File: src/rtl/color_rand.sv
// color_rand: pseudo-random colour generator for the colour-bounce game.
// A free-running 16-bit Galois LFSR (taps 16'hB400) produces, every clock,
// four distinct non-black platform colours and a ball colour that matches
// one of them. Both outputs are registered one cycle behind the LFSR state.
// Optional build macro: COLOR_RAND_NO_REPEAT_EN -- when defined, the ball
// colour never repeats on consecutive cycles.
module color_rand (
  input  logic        clk,
  input  logic        resetn,
  output logic [11:0] new_color_plats,
  output logic [2:0]  new_color_ball
);

  localparam logic [15:0] LFSR_SEED = 16'hACE1;
  localparam logic [15:0] LFSR_TAPS = 16'hB400;
  localparam logic [11:0] PLATS_RST = 12'b001010100111;
  localparam logic [2:0]  BALL_RST  = 3'b111;

  // Step size in 1..6 derived from a 3-bit field (field mod 6, plus one).
  function automatic logic [2:0] step_size(input logic [2:0] field);
    logic [2:0] m;
    m = (field >= 3'd6) ? (field - 3'd6) : field;
    return m + 3'd1;
  endfunction

  // Advance a colour 1..7 by s positions around the mod-7 ring, skipping 0.
  // Worst case (c-1)+s = 6+6 = 12 fits comfortably in 4 bits.
  function automatic logic [2:0] step_color(input logic [2:0] c, input logic [2:0] s);
    logic [3:0] t;
    t = {1'b0, c} - 4'd1 + {1'b0, s};
    if (t >= 4'd7) t = t - 4'd7;
    return t[2:0] + 3'd1;
  endfunction

  logic [15:0] lfsr;
  logic [15:0] lfsr_next;
  logic [2:0]  cand [4];
  logic [2:0]  step;
  logic [1:0]  ball_idx;
  logic [2:0]  ball_cand;
  logic [2:0]  ball_next;

  // Candidate colours and next LFSR state, all from the current LFSR state.
  always_comb begin
    lfsr_next = {1'b0, lfsr[15:1]} ^ (lfsr[0] ? LFSR_TAPS : 16'h0000);
    cand[0]   = (lfsr[2:0] == 3'd0) ? 3'd7 : lfsr[2:0];
    step      = step_size(lfsr[5:3]);
    cand[1]   = step_color(cand[0], step);
    cand[2]   = step_color(cand[1], step);
    cand[3]   = step_color(cand[2], step);
    ball_idx  = lfsr[7:6];
    ball_cand = cand[ball_idx];
`ifdef COLOR_RAND_NO_REPEAT_EN
    // Bump to the next platform colour (wrapping) when the pick would repeat;
    // the four candidates are distinct, so the bumped colour always differs.
    ball_next = (ball_cand == new_color_ball) ? cand[ball_idx + 2'd1] : ball_cand;
`else
    ball_next = ball_cand;
`endif
  end

  // LFSR and output registers; reset returns the whole block to its seed.
  always_ff @(posedge clk or negedge resetn) begin
    if (!resetn) begin
      lfsr            <= LFSR_SEED;
      new_color_plats <= PLATS_RST;
      new_color_ball  <= BALL_RST;
    end else begin
      lfsr            <= lfsr_next;
      new_color_plats <= {cand[3], cand[2], cand[1], cand[0]};
      new_color_ball  <= ball_next;
    end
  end

endmodule

File: config.mk
export PLATFORM = sky130hd
export DESIGN_NAME = color_rand
export DESIGN_NICKNAME = d
export VERILOG_FILES = /design/src/rtl/color_rand.sv
export SDC_FILE = /design/constraint.sdc
export NUM_CORES = 1
export LEC_CHECK = 0
export CORE_ASPECT_RATIO = 0.7
export CORE_MARGIN = 3
export CORE_UTILIZATION = 59
export CTS_CLUSTER_DIAMETER = 50
export DETAILED_ROUTE_END_ITERATION = 16
export HOLD_SLACK_MARGIN = 0.03
export PLACE_DENSITY_LB_ADDON = 0.12
export SETUP_SLACK_MARGIN = 0.1
export SLEW_MARGIN = 20
export SYNTH_ARGS = -nofsm -noshare
export SYNTH_HDL_FRONTEND = slang
export SYNTH_SLANG_ARGS = --single-unit
File: constraint.sdc
create_clock -name clk -period 17.4 [get_ports clk]
set_input_delay 1.74 -clock clk [delete_from_list [all_inputs] [get_ports clk]]
set_output_delay 1.74 -clock clk [all_outputs]
set_load 0.02 [all_outputs]
==> flow_summary.json, run 1 <==
{
  "period_share": 0.4281,
  "root_buffer": "clkbuf_8",
  "cp-start-kind": "flip-flop",
  "core_um2": 2312,
  "rsz0062_at_grt": "no",
  "tightest_slew_ps": 445.8,
  "cts-hold-fix-buffers": 0,
  "wl_mm": 2.559,
  "syn_area_per_cell_um2": 12.19,
  "worst_setup_path_end_kind": "flip-flop",
  "clk_latency_ps": 280,
  "die-area_um2": 3262,
  "slew_violations": 0,
  "hpwl_mm": 1.942,
  "slowest_delay_ps": 540,
  "die_h_um": 48.70,
  "peakVddDrop_mv": 0.04208,
  "synth.distinct_cells": 20,
  "grt_pass1_wl_mm": 4.505,
  "synth_cells": 126,
  "synth_nets": 150,
  "gr-total-overflow": 0,
  "wire_per_inst_um": 14.06,
  "numPortBuffers": 16,
  "maxSlewHeadroom": 0.7007,
  "drt_iter0_markers": 51,
  "vias_per_cell": 5.044,
  "final_util": 0.7873,
  "vias": 918,
  "fin_worst_skew_ps": 6.320,
  "dp_cells": 174,
  "final_cells": 182,
  "cts.htree.levels": 2,
  "antenna_found_initial": 0,
  "finalHoldViolCount": 0,
  "die_x_um": 67.00,
  "cp_top_family": "adder cells",
  "slowest_stage": "dfstp_2",
  "critPathMaxFanout": 3,
  "gp_congestion": 0.7920,
  "cts_resized": 0,
  "clockBufferDepth": 2,
  "cp_num_buf_inv": 8,
  "drive_gt1_frac": 0.2000,
  "cts_num_sinks": 31,
  "nets": 173,
  "cts_made_buffers": 5,
  "grt_usage": 0.1984,
  "ff_latch_area_um2": 797.0,
  "multi_input_area_um2": 636.9,
  "clk_transition_reported_paths_ps": 60,
  "postCtsSetupBuffers": 0,
  "maxCapViolCount": 0,
  "ios": 17,
  "critical_path_arrival_ps": 7640,
  "met1_usage": 0.2557,
  "ys_seq_elements": 31,
  "post-route-drc-count": 0,
  "final_cell_mix": "inv_1, ha_1, dfstp_2",
  "setup_tns_ps": 0,
  "leakage_uw": 0.0008959,
  "fmax_mhz": 134.3,
  "hp-class": "flip-flop to flip-flop",
  "start_util": 0.6645,
  "finalWorstSetupSlack_ps": 9951,
  "cp.required_ps": 17600,
  "status": "completed",
  "num_rows": 14,
  "diodes": 0,
  "first_pass_iters": 4,
  "min_period_ps": 7449,
  "crit_type": "flip-flop to flip-flop",
  "synth_area_um2": 1536,
  "dpl_worst_slack_ps": 9931,
  "setup_viol": 0,
  "first_global_vias": 971,
  "use_met3": 0.09954,
  "yosysWarnings": 0,
  "cts_tree": "yes",
  "ant_nets": 0,
  "grt_max_degree": 32,
  "seq_area_frac_synth": 0.5187,
  "busiest_layer": "met2",
  "final_common_cell": "inv_1",
  "fill_cells": 142,
  "grt_util_met2": 0.2878,
  "p_per_area_nw_per_um2": 70.26,
  "area_delta_synth_final_pct": 18.49
}
[worst register-to-register path, delay by kind of cell, from the launching register on]
family                     cells  cell delay (ps)
buffers and inverters          8              600
adders and majority gates     11             3390
AOI/OAI and AO/OA              1              210
muxes                          1              490
xor gates and xnor gates       7             1810
DFF                            1              540
and+or+nand+nor                4              330
[synth_stat cells]
| cell type | n | share of area |
|---|---|---|
| dfrtp_1 | 14 | 0.23 |
| buf_2 | 1 | 0.0033 |
| nor2b_1 | 5 | 0.020 |
| mux4_2 | 2 | 0.029 |
| or3_1 | 1 | 0.0041 |
| ha_1 | 19 | 0.15 |
| inv_1 | 26 | 0.064 |
| nand2_1 | 5 | 0.012 |
| dfstp_2 | 17 | 0.29 |
| a211oi_1 | 1 | 0.0049 |
| fa_1 | 3 | 0.039 |
| mux2_2 | 3 | 0.022 |
| xnor2_1 | 7 | 0.040 |
| o21ai_0 | 2 | 0.0065 |
| xor2_1 | 6 | 0.034 |
| mux2i_1 | 1 | 0.0065 |
| a21oi_1 | 1 | 0.0033 |
| nor2_1 | 8 | 0.020 |
| nand2b_1 | 3 | 0.012 |
| a21o_2 | 1 | 0.0057 |
[final cells by class]
type,count,area share
Tap cell,32,0.02199
Clock buffer,7,0.04192
Sequential cell,31,0.4378
Clock inverter,1,0.002749
Multi-Input combinational cell,68,0.3498
Timing Repair Buffer,17,0.09210
Inverter,26,0.05361
[sequential cells by signal, indices dropped and copies added (netlist names)]
| name | cells |
|---|---|
| lfsr | 16 |
| new_color_plats | 12 |
| new_color_ball | 3 |
[logic make-up after synthesis]
| family | after synthesis | share of synthesized area |
|---|---|---|
| fa+ha+maj | 22 | 0.1938 |
| flops | 31 | 0.5187 |
| simple gates | 22 | 0.06841 |
| mux | 6 | 0.05781 |
| xor+xnor | 13 | 0.07410 |
| compound gates | 5 | 0.02036 |
| buf+inv | 27 | 0.06677 |
[report_power, final]
part / switching [µW] / internal, µW
Sequential: 0 / 72.3
Combinational: 1.29 / 0.344
Clock: 26.0 / 28.0
[final timing paths]
check                        start             endpoint  slack, ps  cells past startpoint
setup / recovery           lfsr[5]    new_color_ball[1]       9950                     32
hold / removal             lfsr[8]              lfsr[7]        360                      0
setup reg to reg           lfsr[5]    new_color_ball[1]       9950                     32
hold reg to reg            lfsr[8]              lfsr[7]        360                      0
max in group asynchronous   resetn              lfsr[6]      15240                      2
min in group asynchronous   resetn  new_color_plats[11]       1850                      2
[routing by layer]
layer  share of wire  up-vias  wire length (µm)
met5               0        -                 0
met4           0.018        0                46
met3           0.057        5               147
met2            0.45       24              1161
met1            0.47      454              1204
li1                -      435                 -
[through the flow]
step           hold slack, ps  total power [µW]  area [µm²]
4_1_cts                 370.1             129.4        1821
6_report                361.9             127.9        1821
5_1_grt                 376.8             133.4        1821
3_3_place_gp            336.6             75.12        1739
2_1_floorplan           331.2             73.47        1536
3_5_place_dp            351.7             75.21        1739
Note: power is estimated with default switching activity, not from simulation.
==> run 2: changes to the inputs <==
CORE_UTILIZATION = 49   (was 59)
clock period = 6.7 ns   (was 17.4 ns; I/O delays follow)
==> run 2 against run 1 <==
Net effect:
- the flow now finishes with violations (setup timing)
- clock skew decreased by 2.9 ps
- setup slack got worse by 10000 ps
- register-to-register slack lost 10000 ps
- sequential share of layout area is 8.1 points lower
==> flow_summary.json, run 2 (synthesis results as in run 1) <==
{
  "antenna_found_initial": 0,
  "peakVddDrop_mv": 0.07919,
  "grt_max_degree": 32,
  "whs_ps": 354.5,
  "fin_worst_skew_ps": 3.391,
  "ant_nets": 0,
  "slew_violations": 0,
  "fmax_mhz": 149.0,
  "nets": 192,
  "die_x_um": 72.93,
  "num_rows": 16,
  "min_period_ps": 6710,
  "grt_pass1_wl_mm": 4.788,
  "cts_num_sinks": 31,
  "maxCapViolCount": 0,
  "leakage_uw": 0.001033,
  "setup_viol": 1,
  "vias_per_cell": 4.766,
  "area_delta_synth_final_pct": 45.52,
  "slowest_stage": "fa_2",
  "numPortBuffers": 16,
  "cts.htree.levels": 2,
  "tightest_slew_ps": 465.0,
  "maxSlewHeadroom": 0.6900,
  "first_global_vias": 1055,
  "finalHoldViolCount": 0,
  "clk_transition_reported_paths_ps": 60,
  "start_util": 0.5293,
  "critPathMaxFanout": 2,
  "status": "finished with violations",
  "hpwl_mm": 2.164,
  "ios": 17,
  "slowest_delay_ps": 550,
  "clk_latency_ps": 280,
  "worst_setup_path_end_kind": "flip-flop",
  "critical_path_arrival_ps": 6910,
  "vias": 977,
  "drt_iter0_markers": 17,
  "design_area_um2": 2236,
  "crit_type": "flip-flop to flip-flop",
  "core_um2": 2903,
  "period_share": 1.002,
  "drive_gt1_frac": 0.5089,
  "placed_area_um2": 1938,
  "diodes": 0,
  "gp_congestion": 0.7795,
  "first_pass_iters": 4,
  "rsz0062_at_grt": "yes",
  "cp_num_buf_inv": 6,
  "die_h_um": 52.85,
  "p_per_area_nw_per_um2": 157.1,
  "wl_mm": 2.981,
  "gr-total-overflow": 0,
  "post-route-drc-count": 0,
  "final_cell_mix": "buf_4, inv_1, dfstp_2",
  "cp-start-kind": "flip-flop",
  "cp_top_family": "adder cells",
  "violations": "setup timing",
  "root_buffer": "clkbuf_8",
  "cts_made_buffers": 5,
  "cts_tree": "yes",
  "regMostFlops": "lfsr",
  "clockBufferDepth": 2,
  "final_common_cell": "buf_4",
  "cp.required_ps": 6900,
  "cp_common_cell": "ha_4",
  "hp-class": "flip-flop to flip-flop",
  "reg_top3": "lfsr x16, new_color_plats x12, new_color_ball x3",
  "wire_per_inst_um": 14.54,
  "die-area_um2": 3854,
  "grt_usage": 0.1791,
  "finalWorstSetupSlack_ps": -10.17,
  "largest_reg_flops": 16
}
[run 2: changes by cell type in the layout (fill, tap and decap cells not counted), moves of 6 or more]
cell / previous run / this run
xnor2_1: 7 / 0
ha_4: 0 / 10
xnor2_2: 0 / 6
buf_4: 1 / 20
inv_2: 0 / 8
inv_1: 26 / 18
ha_1: 19 / 8
[run 2: through the flow]
stage	power [µW]	utilization	instances	setup slack, ps	TNS (ps)
3_3_place_gp	195.1	0.6677	193	-40.56	-49.65
3_5_place_dp	195.2	0.6677	193	-255.1	-457.8
5_1_grt	362.4	0.7703	205	-191.4	-338.8
6_report	351.2	0.7703	205	-10.17	-10.17
2_1_floorplan	190.8	-	126	104.8	0
4_1_cts	354.7	0.7500	204	28.70	0
[run 2: worst paths after layout]
path                           from                  to  cells after the start  slack [ps]
min                        lfsr[12]            lfsr[11]                      0         350
min reg2reg                lfsr[12]            lfsr[11]                      0         350
min in group asynchronous    resetn             lfsr[9]                      2         780
max                         lfsr[5]   new_color_ball[1]                     30         -10
max reg2reg                 lfsr[5]   new_color_ball[1]                     30         -10
max in group asynchronous    resetn  new_color_plats[7]                      2        5610
[run 2: cell type report]
cell class                      instances  area, µm²
Inverter                               26      97.59
Fill cell                             173      666.9
Tap cell                               36      45.04
Sequential cell                        31      797.0
Timing Repair Buffer                   36      310.3
Multi-Input combinational cell         68      885.9
Clock buffer                            8      100.1
[run 2: report_power, final]
group | switching [µW] | total [µW] | internal, µW
Clock | 65.7 | 159 | 93.6
Combinational | 3.32 | 4.21 | 0.893
Sequential | 0 | 188 | 188
Total | 69.0 | 351 | 282
[run 2: worst reg2reg max path: cells and delay by family, from the launching register on]
kind	cells	cell delay, ps
AOI/OAI and AO/OA	1	200
xor gates and xnor gates	1	170
adders and majority gates	13	3720
buffers and inverters	6	240
DFF	1	530
muxes	4	1410
and+or+nand+nor	5	370
[run 2: repair_timing]
item,CTS,global route
gates resized for setup,20,8
endpoints found under the setup margin,4,4
hold buffers,0,0
buffers inserted,3,1
pin swaps,18,3
[run 2: layer usage]
layer	share of wire	up-vias	routed length, µm	GRT usage
met2	0.48	19	1431	0.2844
met1	0.46	482	1359	0.2202
met5	0	-	0	0
met4	0.023	0	68	0.09202
li1	-	470	-	-
met3	0.041	6	122	0.05693
==> run 3: changes to the inputs <==
CORE_UTILIZATION = 27   (was 49)
==> run 3 against run 2 <==
Net effect:
- core utilization down 33 points
- final cell count increased by 27%
- hold slack about the same
- global-route usage shrank 7.1 points
- sequential power is essentially flat
- fmax grew 0.10%
- highest routed layer unchanged
- clock skew rose by 1.6 ps
- clock-buffer cell count unchanged
- clock power shrank 16%
- the flow still finishes with violations (setup timing)
- critical path depth did not move
==> flow_summary.json, run 3 (synthesis results as in run 1) <==
{
  "cts.htree.levels": 2,
  "regMostFlops": "lfsr",
  "tightest_slew_ps": 442.2,
  "crit_type": "flip-flop to flip-flop",
  "clockBufferDepth": 2,
  "first_global_vias": 1133,
  "cts_made_buffers": 5,
  "critPathMaxFanout": 2,
  "worstReg2RegStart": "lfsr[5]",
  "status": "finished with violations",
  "maxSlewHeadroom": 0.7052,
  "dp_cells": 232,
  "grt_usage": 0.1086,
  "cp.required_ps": 6890,
  "design_area_um2": 2390,
  "period_share": 1.000,
  "num_rows": 22,
  "slowest_stage": "dfstp_2",
  "clk_latency_ps": 270,
  "fin_worst_skew_ps": 4.993,
  "grt_pass1_wl_mm": 5.388,
  "start_util": 0.2862,
  "slowest_delay_ps": 550,
  "area_delta_synth_final_pct": 55.54,
  "crit_path_start": "lfsr[5]",
  "antenna_found_initial": 0,
  "grt_max_degree": 32,
  "ios": 17,
  "cp_top_family": "adder cells",
  "endpoint": "new_color_ball[1]",
  "setup_tns_ps": -3.119,
  "drive_gt1_frac": 0.5397,
  "numPortBuffers": 16,
  "slew_violations": 0,
  "multi_input_area_um2": 862.1,
  "core_um2": 5368,
  "peakVddDrop_mv": 0.06758,
  "wire_per_inst_um": 12.25,
  "rr_endpoint": "new_color_ball[1]",
  "final_common_cell": "buf_4",
  "final_cells": 261,
  "placed_area_um2": 2006,
  "min_period_ps": 6703,
  "reg2reg_slack_ps": -3,
  "die_h_um": 69.12,
  "critical_path_arrival_ps": 6900,
  "violations": "setup timing",
  "setup_viol": 1,
  "cp.depth": 30,
  "cp_common_cell": "ha_4",
  "final_cell_mix": "buf_4, inv_1, dfstp_2",
  "gp_congestion": 0.7025,
  "fmax_mhz": 149.2,
  "gr-total-overflow": 0,
  "root_buffer": "clkbuf_8",
  "first_pass_iters": 3,
  "die-area_um2": 6646,
  "vias": 1031,
  "wl_mm": 3.196,
  "dpl_worst_slack_ps": -176.8,
  "cp_num_buf_inv": 6,
  "post-route-drc-count": 0,
  "drt_iter0_markers": 37,
  "cp-start-kind": "flip-flop",
  "p_per_area_nw_per_um2": 136.6,
  "hp-class": "flip-flop to flip-flop",
  "finalWorstSetupSlack_ps": -3.119,
  "clk_transition_reported_paths_ps": 60,
  "cts-hold-fix-buffers": 0,
  "power_uw": 326.4,
  "ant_nets": 0,
  "finalHoldViolCount": 0,
  "vias_per_cell": 3.950,
  "ff_latch_area_um2": 797.0,
  "worst_setup_path_end_kind": "flip-flop",
  "largest_reg_flops": 16,
  "maxCapViolCount": 0,
  "reg_top3": "lfsr x16, new_color_plats x12, new_color_ball x3",
  "nets": 212,
  "fill_cells": 502,
  "cts_num_sinks": 31,
  "cts_tree": "yes",
  "rsz0062_at_grt": "yes",
  "hpwl_mm": 2.281,
  "diodes": 0,
  "rr_worst_depth": 30,
  "die_x_um": 96.17,
  "leakage_uw": 0.001113
}
-- run 3: final cells by class --
cell class | instances | share of cell area
inverters | 26 | 0.04188
clock buffers | 8 | 0.03351
multi-input cells | 68 | 0.3607
flip-flops and latches | 31 | 0.3335
repair buffers | 56 | 0.1927
well taps | 72 | 0.03770
-- run 3: how the worst min path moves through the flow --
stage              from        to  slack [ps]  cells past startpoint
3_5_place_dp    lfsr[9]   lfsr[8]         340                      0
6_report       lfsr[12]  lfsr[11]         350                      0
3_3_place_gp   lfsr[12]  lfsr[11]         340                      0
4_1_cts        lfsr[12]  lfsr[11]         360                      0
2_1_floorplan   lfsr[9]   lfsr[8]         330                      0
5_1_grt         lfsr[9]   lfsr[8]         380                      0
-- run 3: repair_timing --
action / CTS / global route
pin swaps: 20 / 4
buffers inserted: 20 / 2
gates cloned: 0 / 0
gates resized for setup: 20 / 6
setup endpoints to repair: 4 / 4
-- run 3: report_power, final --
| group | switching (µW) | internal [µW] | total, µW | leakage [µW] |
|---|---|---|---|---|
| Clock | 60.7 | 73.5 | 134 | 0.0000395 |
| Sequential | 0 | 188 | 188 | 0.000362 |
| Combinational | 3.42 | 0.891 | 4.31 | 0.000711 |
-- run 3: worst reg2reg max path: cells and delay by family (launching register included) --
family / cells / cell delay [ps]
adder cells (fa/ha/maj): 13 / 3680
multiplexers: 4 / 1410
flip-flops: 1 / 550
AND/OR/NAND/NOR: 5 / 360
buffers and inverters: 6 / 240
AO/OA/AOI/OAI: 1 / 220
XOR/XNOR: 1 / 160
-- run 3: metrics by stage --
stage | util | hold slack [ps]
global route | 0.4452 | 376.2
global placement | 0.3737 | 336.0
detailed placement | 0.3737 | 337.0
floorplan | - | 331.2
finish | 0.4452 | 354.1
CTS | 0.4380 | 358.1
-- run 3: metal layers --
| metal | wire length (µm) | GRT usage | up-vias |
|---|---|---|---|
| li1 | - | - | 511 |
| met1 | 1580 | 0.1393 | 497 |
| met2 | 1433 | 0.1668 | 19 |
| met3 | 135 | 0.03708 | 4 |
| met4 | 46 | 0.04259 | 0 |
| met5 | 0 | 0 | - |
